[config.mk]
export PLATFORM = sky130hd
export DESIGN_NAME = controle_entrada_bcd
export DESIGN_NICKNAME = d
export VERILOG_FILES = /design/src/rtl/controle_entrada_bcd.sv
export SDC_FILE = /design/constraint.sdc
export NUM_CORES = 1
export LEC_CHECK = 0
export ABC_AREA = 1
export CAP_MARGIN = 25
export CELL_PAD_IN_SITES_DETAIL_PLACEMENT = 1
export CELL_PAD_IN_SITES_GLOBAL_PLACEMENT = 1
export CORE_ASPECT_RATIO = 1.25
export CORE_MARGIN = 2
export CORE_UTILIZATION = 26
export DETAILED_ROUTE_END_ITERATION = 10
export PLACE_DENSITY_LB_ADDON = 0.1
export SYNTH_ARGS = -nofsm -noshare
export SYNTH_HDL_FRONTEND = slang
export SYNTH_SLANG_ARGS = --single-unit
[constraint.sdc]
create_clock -name ck -period 2.42 [get_ports ck]
set_clock_uncertainty 0.2 [all_clocks]
set_input_delay 0.242 -clock ck [delete_from_list [all_inputs] [get_ports ck]]
set_output_delay 0.242 -clock ck [all_outputs]
set_load 0.02 [all_outputs]
[src/rtl/controle_entrada_bcd.sv]
// controle_entrada_bcd
//   Digit-entry controller for a bank of N_DIG 4-bit digit registers.
//   Accepts key codes over a valid/ready handshake and keeps a shadow copy
//   of the entered number. After every edit (digit, backspace, clear) it
//   rewrites the whole bank through the shared d bus and the one-hot ld
//   strobes, one register per cycle, from the top index down to index 0.
//
// Ports
//   ck           in   clock, rising edge
//   rst_n        in   asynchronous active-low reset
//   tecla_valida in   key strobe (valid)
//   tecla        in   key code: 0-9 digit, A backspace, B clear, C confirm
//   tecla_pronta out  ready; key accepted when valid && ready at an edge
//   ld           out  one-hot load strobes to the digit registers
//   d            out  shared data bus to the digit registers
//   n_dig        out  number of digits entered, 0..N_DIG
//   cheio        out  high while n_dig == N_DIG
//   confirmado   out  high while the entry is locked
//   erro         out  one-cycle pulse when a key is rejected
module controle_entrada_bcd #(
    parameter int N_DIG = 4
) (
    input  logic             ck,
    input  logic             rst_n,
    input  logic             tecla_valida,
    input  logic [3:0]       tecla,
    output logic             tecla_pronta,
    output logic [N_DIG-1:0] ld,
    output logic [3:0]       d,
    output logic [3:0]       n_dig,
    output logic             cheio,
    output logic             confirmado,
    output logic             erro
);

    localparam int              IW      = (N_DIG > 1) ? $clog2(N_DIG) : 1;
    localparam logic [IW-1:0]   IDX_TOP = IW'(N_DIG - 1);
    localparam logic [3:0]      N_MAX   = 4'(N_DIG);

    localparam logic [3:0] K_APAGAR    = 4'hA;
    localparam logic [3:0] K_LIMPAR    = 4'hB;
    localparam logic [3:0] K_CONFIRMAR = 4'hC;

    typedef enum logic [1:0] {
        INICIO,
        ESCREVE,
        OCIOSO,
        CONFIRMADO
    } estado_t;

    estado_t                 estado_q, estado_d;
    logic [N_DIG-1:0][3:0]   shadow_q, shadow_d;
    logic [3:0]              n_dig_q, n_dig_d;
    logic [IW-1:0]           idx_q, idx_d;
    logic [N_DIG-1:0]        ld_q, ld_d;
    logic [3:0]              bus_q, bus_d;
    logic                    pronta_q, pronta_d;
    logic                    cheio_q, cheio_d;
    logic                    conf_q, conf_d;
    logic                    erro_q, erro_d;
    logic                    inicia;

    always_comb begin
        estado_d = estado_q;
        shadow_d = shadow_q;
        n_dig_d  = n_dig_q;
        idx_d    = idx_q;
        ld_d     = '0;
        bus_d    = '0;
        pronta_d = 1'b0;
        conf_d   = conf_q;
        erro_d   = 1'b0;
        inicia   = 1'b0;

        case (estado_q)
            INICIO: begin
                shadow_d = '0;
                n_dig_d  = '0;
                inicia   = 1'b1;
            end

            ESCREVE: begin
                // idx_q is the register being strobed this cycle; the next
                // register's strobe and data are prepared for the next edge.
                if (idx_q == '0) begin
                    estado_d = OCIOSO;
                    pronta_d = 1'b1;
                end else begin
                    idx_d            = idx_q - 1'b1;
                    ld_d[idx_d]      = 1'b1;
                    bus_d            = shadow_q[idx_d];
                end
            end

            OCIOSO: begin
                pronta_d = 1'b1;
                if (tecla_valida) begin
                    if (tecla < K_APAGAR) begin
                        if (n_dig_q < N_MAX) begin
                            for (int unsigned i = N_DIG - 1; i > 0; i--) begin
                                shadow_d[i] = shadow_q[i-1];
                            end
                            shadow_d[0] = tecla;
                            n_dig_d     = n_dig_q + 4'd1;
                            inicia      = 1'b1;
                        end else begin
                            erro_d = 1'b1;
                        end
                    end else if (tecla == K_APAGAR) begin
                        if (n_dig_q != 4'd0) begin
                            for (int unsigned i = 0; i < N_DIG - 1; i++) begin
                                shadow_d[i] = shadow_q[i+1];
                            end
                            shadow_d[N_DIG-1] = '0;
                            n_dig_d           = n_dig_q - 4'd1;
                            inicia            = 1'b1;
                        end else begin
                            erro_d = 1'b1;
                        end
                    end else if (tecla == K_LIMPAR) begin
                        shadow_d = '0;
                        n_dig_d  = '0;
                        inicia   = 1'b1;
                    end else if (tecla == K_CONFIRMAR) begin
                        if (n_dig_q != 4'd0) begin
                            estado_d = CONFIRMADO;
                            conf_d   = 1'b1;
                        end else begin
                            erro_d = 1'b1;
                        end
                    end else begin
                        erro_d = 1'b1;
                    end
                end
            end

            CONFIRMADO: begin
                pronta_d = 1'b1;
                if (tecla_valida) begin
                    if (tecla == K_LIMPAR) begin
                        conf_d   = 1'b0;
                        shadow_d = '0;
                        n_dig_d  = '0;
                        inicia   = 1'b1;
                    end else begin
                        erro_d = 1'b1;
                    end
                end
            end

            default: begin
                estado_d = INICIO;
            end
        endcase

        // Every edit starts a full rewrite from the top register, driving the
        // already-updated shadow so the first strobe lands on this edge.
        if (inicia) begin
            estado_d       = ESCREVE;
            idx_d          = IDX_TOP;
            ld_d           = '0;
            ld_d[IDX_TOP]  = 1'b1;
            bus_d          = shadow_d[IDX_TOP];
            pronta_d       = 1'b0;
        end

        cheio_d = (n_dig_d == N_MAX);
    end

    always_ff @(posedge ck or negedge rst_n) begin
        if (!rst_n) begin
            estado_q <= INICIO;
            shadow_q <= '0;
            n_dig_q  <= '0;
            idx_q    <= '0;
            ld_q     <= '0;
            bus_q    <= '0;
            pronta_q <= 1'b0;
            cheio_q  <= 1'b0;
            conf_q   <= 1'b0;
            erro_q   <= 1'b0;
        end else begin
            estado_q <= estado_d;
            shadow_q <= shadow_d;
            n_dig_q  <= n_dig_d;
            idx_q    <= idx_d;
            ld_q     <= ld_d;
            bus_q    <= bus_d;
            pronta_q <= pronta_d;
            cheio_q  <= cheio_d;
            conf_q   <= conf_d;
            erro_q   <= erro_d;
        end
    end

    assign tecla_pronta = pronta_q;
    assign ld           = ld_q;
    assign d            = bus_q;
    assign n_dig        = n_dig_q;
    assign cheio        = cheio_q;
    assign confirmado   = conf_q;
    assign erro         = erro_q;

endmodule

==> results of run 1 <==
state kept, by name, summed over array words and instances, names as in the netlist:
name and flops:
cheio 1, confirmado 1, d 4, erro 1, estado_q 2, idx_q 2
ld 4, n_dig 4, shadow_q 16, tecla_pronta 1
worst reg2reg max path, delay by kind of cell (launching register included):
family	cells	cell delay, ps
AO/OA/AOI/OAI	1	300
buffers and inverters	3	350
AND/OR/NAND/NOR	4	690
flip-flops	1	400
adder cells (fa/ha/maj)	1	210
through the flow:
step / worst slack, ps / util (%) / total power (uW) / instances / setup TNS [ps]
final: 205 / 33.5 / 3360 / 550 / 0
after global routing: 11.8 / 33.5 / 3670 / 550 / 0
after CTS: 97.6 / 33.4 / 3430 / 550 / 0
after detailed placement: -30.5 / 31.7 / 2720 / 541 / -149
after global placement: 29.1 / 31.7 / 2710 / 541 / 0
after floorplan: 277 / - / 1940 / 378 / 0
cell families (layout without fill, tap and decap cells):
| kind of cell | count (synthesis) | count (layout) |
|---|---|---|
| compound gates | 48 | 48 |
| buf+inv | 51 | 97 |
| flops | 36 | 36 |
| simple gates | 232 | 232 |
| fa+ha+maj | 11 | 11 |
power by group through the flow:
stage / clock network, uW / registers (uW) / logic, uW
floorplan: 0 / 969 / 968
CTS: 701 / 842 / 1890
finish: 669 / 836 / 1860
detailed placement: 0 / 852 / 1870
global placement: 0 / 846 / 1870
global route: 717 / 858 / 2100
cells in the mapped netlist (3+ instances only):
cell,count,area (um2)
nor2_1,25,93.8
a21oi_1,18,90.1
nor3_1,3,15.0
o21ai_0,25,125
dfrtp_1,36,901
clkbuf_1,3,11.3
ha_1,11,138
nand3_1,35,175
nand2_2,3,18.8
inv_1,36,135
buf_2,6,30.0
nand2_1,149,559
inv_2,3,11.3
nand4_1,9,56.3
metal layers:
metal / vias to the layer above / part of all wire (%) / GRT usage (%)
met3: 10 / 1.7 / 2.51
met5: - / 0 / 0
met4: 0 / 1.8 / 5.67
met1: 1241 / 46 / 22.2
met2: 23 / 50 / 31.1
li1: 1293 / - / -
cell usage in the layout (no fill, tap or decap), types with 2 or more instances in the layout:
cell             instances
inv_2                    3
nand2_2                  3
nand3_1                 35
nor2_4                   3
nor3_1                   3
clkdlybuf4s50_1         21
nand2_4                  2
dfrtp_1                 36
inv_1                   36
a21oi_1                 18
ha_1                    10
nor2_2                   2
nand4_1                  9
o21ai_0                 25
clkbuf_16                5
buf_4                   27
nor2_1                  24
clkinvlp_4               2
nand2_1                149
worst min-delay path by stage:
stage	start	end	slack [ps]	depth (start not counted)
after floorplan	rst_n	cheio	-250	0
after global placement	rst_n	shadow_q[0]	220	1
after detailed placement	rst_n	shadow_q[0]	230	1
after CTS	confirmado	confirmado	310	2
after global routing	confirmado	confirmado	380	2
final	confirmado	confirmado	300	2
repair_timing:
item / CTS / global route
cloned: 0 / 0
setup endpoints to repair: 12 / 8
resized for setup: 1 / 2
hold buffers: 1 / 0
pin swaps: 0 / 0
endpoints found under the hold margin: 36 / 0
final cells by class:
class	instances	area [um2]
Tap cell	126	158
Clock buffer	5	125
Sequential cell	36	901
Fill cell	1211	6330
Inverter	39	146
Clock inverter	3	23.8
Multi-Input combinational cell	291	1400
Timing Repair Buffer	50	428
==> impl_metrics.csv, run 1 <==
group,metric,value,unit
global_route,grt_max_degree,37,
power_and_ir_drop,swShare,45.8,%
route,avgViaCountPerCell,4.67,
floorplanning,core-area,9510,um2
cells_and_area,postLayoutCellArea,3180,um2
floorplanning,die_y,114,um
synth,netlist_area,2500,um2
worst_setup_path,path_buf_inv,3,
floorplanning,placementRows,40,
sta,hold_viol,0,
power_and_ir_drop,p_int,1820,uW
worst_setup_path,endpoint,"d[1]",
clock_network,h-tree-depth,2,
placed_design,placedInstanceArea,3010,um2
route,antenna_left,0,
worst_setup_path,ff2ff_path_depth,9,
sta,slew_violations,0,
worst_setup_path,cp_slowest_cell,"dfrtp_1",
route,wl_per_cell,15.3,um
global_route,grt-ovfl-total,0,
global_route,grt_usage,17.7,%
clock_network,cts-buffers-inserted,5,
synth,synthSimpleGateAreaFrac,39.7,%
route,firstDrtPassIters,4,
worst_setup_path,critPathCaptureType,"register",
power_and_ir_drop,power_density,1060,nW/um2
synth,synth_compound_area_share,10.3,%
status,outcome,"finished clean",
worst_setup_path,crit_start,"estado_q[0]",
flow_run,maxCapViolCount,0,
cells_and_area,nets,441,
sta,rsz0062_at_grt,"no",
power_and_ir_drop,pwr-share-clk,19.9,%
sta,fmax,451,MHz
cells_and_area,drive_gt1_share,12.3,%
clock_network,clk_latency,290,ps
sta,period_needed,2210,ps
global_route,antenna_found_initial,0,
placed_design,gp_congestion,0.806,
cells_and_area,antenna_cells,0,
synth,yosys-mux-area-fraction,0,%
worst_setup_path,setup.worst_path.start_class,"register",
worst_setup_path,crit_family,"simple AND/OR/NAND/NOR gates",
sta,slew_headroom,43.7,%
worst_setup_path,crit_chain,"inv_1, ha_1, inv_1, buf_4, nor2_1, nand4_1, o21ai_0, nand2_1, nand2_1",
route,initialDrtViolationCount,56,
clock_network,numClockSinks,36,
clock_network,clockRootBuffer,"clkbuf_16",
floorplanning,io_pins,23,
synth,avgSynthCellArea,6.63,um2
floorplanning,die_width,91.8,um
synth,synth-edff-count,0,
worst_setup_path,worstPathRequired,2440,ps
global_route,grt_pass1_vias,2806,
synth,synth_ff_type,"dfrtp_1",
worst_setup_path,crit_path_max_fanout,4,
min_path,hold_class,"register to register",
route,routed_wl,8.42,mm
sta,fin_crit_sh,91.5,%
power_and_ir_drop,switchingPower,1540,uW
sta,setup_viol,0,
floorplanning,initial_utilization,26.3,%
synth,ys_seq_area_share,36.0,%
synth,synth_top_family_by_area,"simple AND/OR/NAND/NOR gates",
synth,post_synth_fa_ha_maj_area_fraction,5.49,%
cells_and_area,area_growth_syn_to_layout,27.0,%
route,route.vias.total,2567,
worst_setup_path,r2r-end,"d[1]",
worst_setup_path,arrival,2240,ps
synth,yosys_warnings,0,
synth,synthDistinctLibCells,26,
route,drc_errors,0,
worst_setup_path,path_depth,9,
global_route,grt_pass1_wl,14.5,mm
synth,syn_nets,396,
worst_setup_path,reg2reg_from,"estado_q[0]",
worst_setup_path,critical_path_class,"register to register",
sta,timing.hold.ws,303,ps
placed_design,hpwl,6.48,mm
clock_network,max-clock-path-buffers,2,
clock_network,tritoncts,"built",
power_and_ir_drop,peakVddDrop,0.396,mV
power_and_ir_drop,seq_power_share,24.8,%
synth,ys_seq_elements,36,
sta,worstMarginPinSlew,844,ps
synth,synth-xor-area-share,0,%
synth,async_reset_ff_share,100,%
power_and_ir_drop,combPwrFrac,55.3,%
clock_network,cts_setup_buffers,0,
floorplanning,die_area,10400,um2
clock_network,clk_pin_slew,60,ps
worst_setup_path,crit_path_max_incr_delay,400,ps
worst_setup_path,reg2reg_slack,210,ps
synth,synthCells,378,
power_and_ir_drop,leakage,0.00158,uW
placed_design,io_buffers,22,
(Power assumes the default switching activity.)
==> inputs of run 2 (changes only) <==
==> constraint.sdc (replaced) <==
create_clock -name ck -period 2.15 [get_ports ck]
set_clock_uncertainty 0.2 [all_clocks]
set_input_delay 0.215 -clock ck [delete_from_list [all_inputs] [get_ports ck]]
set_output_delay 0.215 -clock ck [all_outputs]
set_load 0.02 [all_outputs]
==> run 2 against run 1 <==
  * Sequential power grew 12%
  * Wire length grew 1.3%
  * Setup slack lost 32 ps
  * Critical endpoint is now shadow_q[0]
  * Non-clock buffer count grew 6
  * Largest cell class unchanged
  * Sequential share of layout area shrank 0.82 points
  * Utilization grew 1.0 points
  * Largest power group unchanged
  * Via count shrank 1.1%
==> impl_metrics.csv, run 2 (synthesized netlist as in run 1, its figures left out) <==
group,metric,value,unit
status,outcome,"finished clean",
clock_network,max-clock-path-buffers,2,
global_route,grt_pass1_wl,14.3,mm
route,route.vias.total,2540,
route,antenna_left,0,
power_and_ir_drop,peakVddDrop,0.503,mV
sta,timing.hold.ws,221,ps
power_and_ir_drop,pwr-share-clk,21.6,%
worst_setup_path,setup.worst_path.start_class,"register",
sta,rsz0062_at_grt,"yes",
route,avgViaCountPerCell,4.57,
min_path,hold_class,"input port to asynchronous set/reset pin",
flow_run,maxCapViolCount,0,
worst_setup_path,crit_family,"flip-flops",
power_and_ir_drop,power,3990,uW
cells_and_area,largest_reg_flops,16,
sta,period_needed,1980,ps
global_route,grt_max_degree,21,
cells_and_area,drive_gt1_share,14.2,%
worst_setup_path,worstPathRequired,2170,ps
cells_and_area,regMostFlops,"shadow_q",
power_and_ir_drop,switchingPower,1760,uW
cells_and_area,multi_input_comb_area,1400,um2
clock_network,clk_pin_slew,60,ps
floorplanning,io_pins,23,
global_route,grt_usage,17.3,%
worst_setup_path,crit_path_max_incr_delay,430,ps
power_and_ir_drop,seq_power_share,23.4,%
sta,worstMarginPinSlew,566,ps
clock_network,tritoncts,"built",
floorplanning,core-area,9510,um2
floorplanning,die_y,114,um
worst_setup_path,crit_chain,"ha_1, nor2_1, inv_1, a22oi_1, o211ai_2, nor2_1, buf_6, nand2_1, nand2_1",
worst_setup_path,path_buf_inv,2,
clock_network,numClockSinks,36,
sta,slew_violations,0,
sta,setup_viol,0,
cells_and_area,antenna_cells,0,
global_route,grt_pass1_vias,2741,
power_and_ir_drop,power_density,1220,nW/um2
placed_design,gp_congestion,0.788,
global_route,antenna_found_initial,0,
power_and_ir_drop,leakage,0.00162,uW
sta,fmax,506,MHz
route,wl_per_cell,15.3,um
cells_and_area,nets,447,
placed_design,hpwl,6.52,mm
cells_and_area,nFillCells,1204,
clock_network,clk_latency,280,ps
floorplanning,placementRows,40,
floorplanning,die_width,91.8,um
cells_and_area,finalNonFillerCells,556,
placed_design,dp.cells,544,
route,firstDrtPassIters,4,
power_and_ir_drop,swShare,44.0,%
cells_and_area,seq_area,901,um2
worst_setup_path,arrival,2000,ps
global_route,grt-ovfl-total,0,
route,initialDrtViolationCount,81,
route,routed_wl,8.53,mm
worst_setup_path,crit_path_max_fanout,12,
floorplanning,initial_utilization,26.3,%
clock_network,cts-buffers-inserted,5,
worst_setup_path,cp_slowest_cell,"dfrtp_1",
power_and_ir_drop,p_int,2230,uW
worst_setup_path,critPathCaptureType,"register",
sta,slew_headroom,62.2,%
power_and_ir_drop,combPwrFrac,55.0,%
sta,fin_crit_sh,91.9,%
floorplanning,die_area,10400,um2
route,drc_errors,0,
clock_network,h-tree-depth,2,
cells_and_area,area_growth_syn_to_layout,30.8,%
worst_setup_path,critical_path_class,"register to register",
placed_design,io_buffers,22,
sta,hold_viol,0,
cells_and_area,final_cell_mix,"148 x nand2_1, 36 x inv_1, 36 x dfrtp_1",
cells_and_area,mostFrequentLayoutCell,"nand2_1",
clock_network,clockRootBuffer,"clkbuf_16",
run 2: repair_timing:
item                       in CTS  in global routing
hold endpoints to repair       16                  0
hold buffers                    1                  0
gates resized for setup         3                  7
setup buffers                   0                  3
pin swaps                       0                  2
setup endpoints to repair      15                  8
run 2: layout make-up:
cell class | instances | share of cell area [%]
inverters | 39 | 4.47
well taps | 126 | 4.81
clock buffers | 5 | 3.82
multi-input cells | 291 | 42.8
repair buffers | 56 | 15.3
clock inverters | 3 | 1.30
flip-flops and latches | 36 | 27.5
run 2: metrics by stage:
| stage | setup slack (ps) | utilization (%) | setup TNS (ps) | cell area (um2) |
|---|---|---|---|---|
| finish | 173 | 34.5 | 0 | 3280 |
| global route | -2.93 | 34.5 | -2.93 | 3280 |
| CTS | 75.6 | 34.1 | 0 | 3250 |
| detailed placement | -160 | 32.2 | -2440 | 3060 |
| global placement | -171 | 32.2 | -1940 | 3060 |
| floorplan | 6.98 | - | 0 | 2500 |
run 2: worst paths after layout:
| check | startpoint | to | slack, ps | cells after the start |
|---|---|---|---|---|
| max in group asynchronous | rst_n | shadow_q[15] | 1060 | 3 |
| min in group ck | confirmado | confirmado | 310 | 2 |
| setup reg to reg | estado_q[1] | shadow_q[0] | 170 | 9 |
| hold reg to reg | confirmado | confirmado | 310 | 2 |
| hold / removal | rst_n | shadow_q[3] | 220 | 2 |
| setup / recovery | estado_q[1] | shadow_q[0] | 170 | 9 |
run 2: metal layers:
layer  global-route usage [%]  wire (um)  up-vias
li1                         -          -     1302
met1                     22.8       4060     1211
met2                     30.0       4260       20
met3                     2.58        105        7
met4                     3.78         97        0
met5                        0          0        -
run 2: power groups by stage:
stage          Combinational [uW]  Clock [uW]  Sequential, uW
3_3_place_gp                 2140           0             957
2_1_floorplan                1090           0            1090
3_5_place_dp                 2140           0             962
6_report                     2190         860             933
5_1_grt                      2450         905             952
4_1_cts                      2170         882             950
==> inputs of run 3 (changes only) <==
--- a/config.mk
+++ b/config.mk
@@ -11,7 +11,7 @@
 export CELL_PAD_IN_SITES_GLOBAL_PLACEMENT = 1
 export CORE_ASPECT_RATIO = 1.25
 export CORE_MARGIN = 2
-export CORE_UTILIZATION = 26
+export CORE_UTILIZATION = 40
 export DETAILED_ROUTE_END_ITERATION = 10
 export PLACE_DENSITY_LB_ADDON = 0.1
 export SYNTH_ARGS = -nofsm -noshare
==> run 3 against run 2 <==
  * Count of clock-buffer cells in the layout stayed put
  * Critical path type unchanged
  * Via count is 2.7% higher
  * Non-clock buffer count is 5 lower
  * Highest routed layer unchanged
  * Utilization is 16 points higher
  * Clock power is 27% lower
  * Flip-flop and latch count stayed put
  * Die area is 34% lower
  * Critical path depth is 1 lower
  * Design area is 4.7% lower
==> impl_metrics.csv, run 3 (synthesized netlist as in run 1, its figures left out) <==
group,metric,value,unit
route,avgViaCountPerCell,5.12,
worst_setup_path,setup.worst_path.start_class,"register",
placed_design,io_buffers,22,
route,route.vias.total,2609,
route,firstDrtPassIters,4,
cells_and_area,multi_input_comb_area,1400,um2
clock_network,tritoncts,"built",
route,drc_errors,0,
route,antenna_left,0,
floorplanning,io_pins,23,
floorplanning,initial_utilization,40.9,%
global_route,antenna_found_initial,0,
cells_and_area,nFillCells,833,
power_and_ir_drop,power_density,1170,nW/um2
worst_setup_path,cp_slowest_cell,"dfrtp_1",
cells_and_area,drive_gt1_share,13.4,%
worst_setup_path,worstPathRequired,2180,ps
worst_setup_path,reg2reg_from,"estado_q[0]",
route,routed_wl,7.98,mm
sta,setup_viol,0,
sta,hold_viol,0,
floorplanning,die_y,92.5,um
min_path,hold_class,"input port to asynchronous set/reset pin",
clock_network,max-clock-path-buffers,2,
cells_and_area,area_growth_syn_to_layout,24.6,%
cells_and_area,mostFrequentLayoutCell,"nand2_1",
placed_design,placedInstanceArea,2980,um2
sta,rsz0062_at_grt,"yes",
global_route,grt_usage,25.4,%
clock_network,clk_latency,300,ps
sta,setup_tns,0,ps
cells_and_area,postLayoutCellArea,3120,um2
floorplanning,core-area,6130,um2
floorplanning,die_width,74.8,um
power_and_ir_drop,peakVddDrop,0.705,mV
worst_setup_path,critical_path_class,"register to register",
worst_setup_path,crit_path_max_fanout,5,
worst_setup_path,critPathCaptureType,"register",
global_route,grt_pass1_wl,13.5,mm
sta,slew_violations,0,
worst_setup_path,crit_path_max_incr_delay,420,ps
cells_and_area,regMostFlops,"shadow_q",
worst_setup_path,arrival,2030,ps
worst_setup_path,crit_start,"estado_q[0]",
power_and_ir_drop,leakage,0.00157,uW
worst_setup_path,crit_chain,"inv_1, ha_1, inv_1, nor2_2, nand4_1, o21ai_0, nand2_1, nand2_1",
cells_and_area,antenna_cells,0,
global_route,grt-ovfl-total,0,
cells_and_area,seq_area,902,um2
worst_setup_path,path_buf_inv,2,
placed_design,hpwl,6.13,mm
sta,fmax,500,MHz
placed_design,gp_congestion,0.929,
route,initialDrtViolationCount,125,
worst_setup_path,crit_family,"simple AND/OR/NAND/NOR gates",
clock_network,cts-buffers-inserted,5,
cells_and_area,final_cell_mix,"148 x nand2_1, 36 x inv_1, 35 x nand3_1, 35 x dfrtp_1, 27 x buf_4",
sta,period_needed,2000,ps
sta,fin_crit_sh,93.1,%
clock_network,numClockSinks,36,
global_route,grt_pass1_vias,2728,
sta,slew_headroom,64.1,%
cells_and_area,nets,442,
route,wl_per_cell,15.7,um
global_route,grt_max_degree,20,
sta,timing.hold.ws,116,ps
flow_run,maxCapViolCount,0,
clock_network,clockRootBuffer,"clkbuf_8",
sta,worstMarginPinSlew,538,ps
cells_and_area,largest_reg_flops,16,
floorplanning,die_area,6920,um2
clock_network,h-tree-depth,2,
status,outcome,"finished clean",
clock_network,clk_pin_slew,90,ps
floorplanning,placementRows,32,
## run 3: changes by cell type in the layout (fill, tap and decap cells not counted), moves of 2 or more
cell / before / now
o21ai_0: 21 / 23
clkbuf_16: 5 / 0
o21ai_1: 4 / 2
clkbuf_8: 0 / 5
buf_4: 30 / 27
## run 3: worst paths after layout
| path | end | slack (ps) | cells after the start |
|---|---|---|---|
| min in group ck | confirmado | 300 | 2 |
| min reg2reg | confirmado | 300 | 2 |
| max in group asynchronous | n_dig[0] | 1120 | 3 |
| max reg2reg | d[2] | 150 | 8 |
| max | d[2] | 150 | 8 |
| min | shadow_q[2] | 120 | 2 |
## run 3: final cells by class
class / count / share of cell area (%)
multi-input cells: 291 / 45.0
flip-flops and latches: 36 / 28.9
repair buffers: 51 / 14.3
inverters: 39 / 4.69
well taps: 85 / 3.41
clock buffers: 5 / 2.20
clock inverters: 3 / 1.48
## run 3: timing repair
action	4_1_cts	5_1_grt
gates resized for setup	1	7
hold buffers	1	0
setup endpoints to repair	1	18
buffers inserted	0	0
pin swaps	0	0
endpoints found under the hold margin	36	0
## run 3: routing by layer
metal	vias up	share of wire [%]	global-route usage (%)
met4	0	0.83	4.91
li1	1297	-	-
met5	-	0	0
met3	7	1.6	2.94
met2	23	52	45.2
met1	1282	46	32.7
## run 3: where the power goes
part / switching (uW) / internal (uW)
Clock: 283 / 350
Combinational: 1300 / 777
Sequential: 108 / 842
Total: 1690 / 1970
## run 3: per-stage QoR
step	power (uW)	utilization (%)	setup slack, ps	std cells
6_report	3660	51.0	149	510
5_1_grt	3970	51.0	-14.1	510
4_1_cts	3680	50.8	50.1	510
3_5_place_dp	3020	48.7	-144	501
3_3_place_gp	3000	48.7	-106	501
2_1_floorplan	2180	-	6.98	378
## run 3: worst reg2reg max path, stage by stage (launching register included)
cell	delay, ps
dfrtp_1	420
inv_1	130
ha_1	200
inv_1	120
nor2_2	200
nand4_1	240
o21ai_0	300
nand2_1	80
nand2_1	60
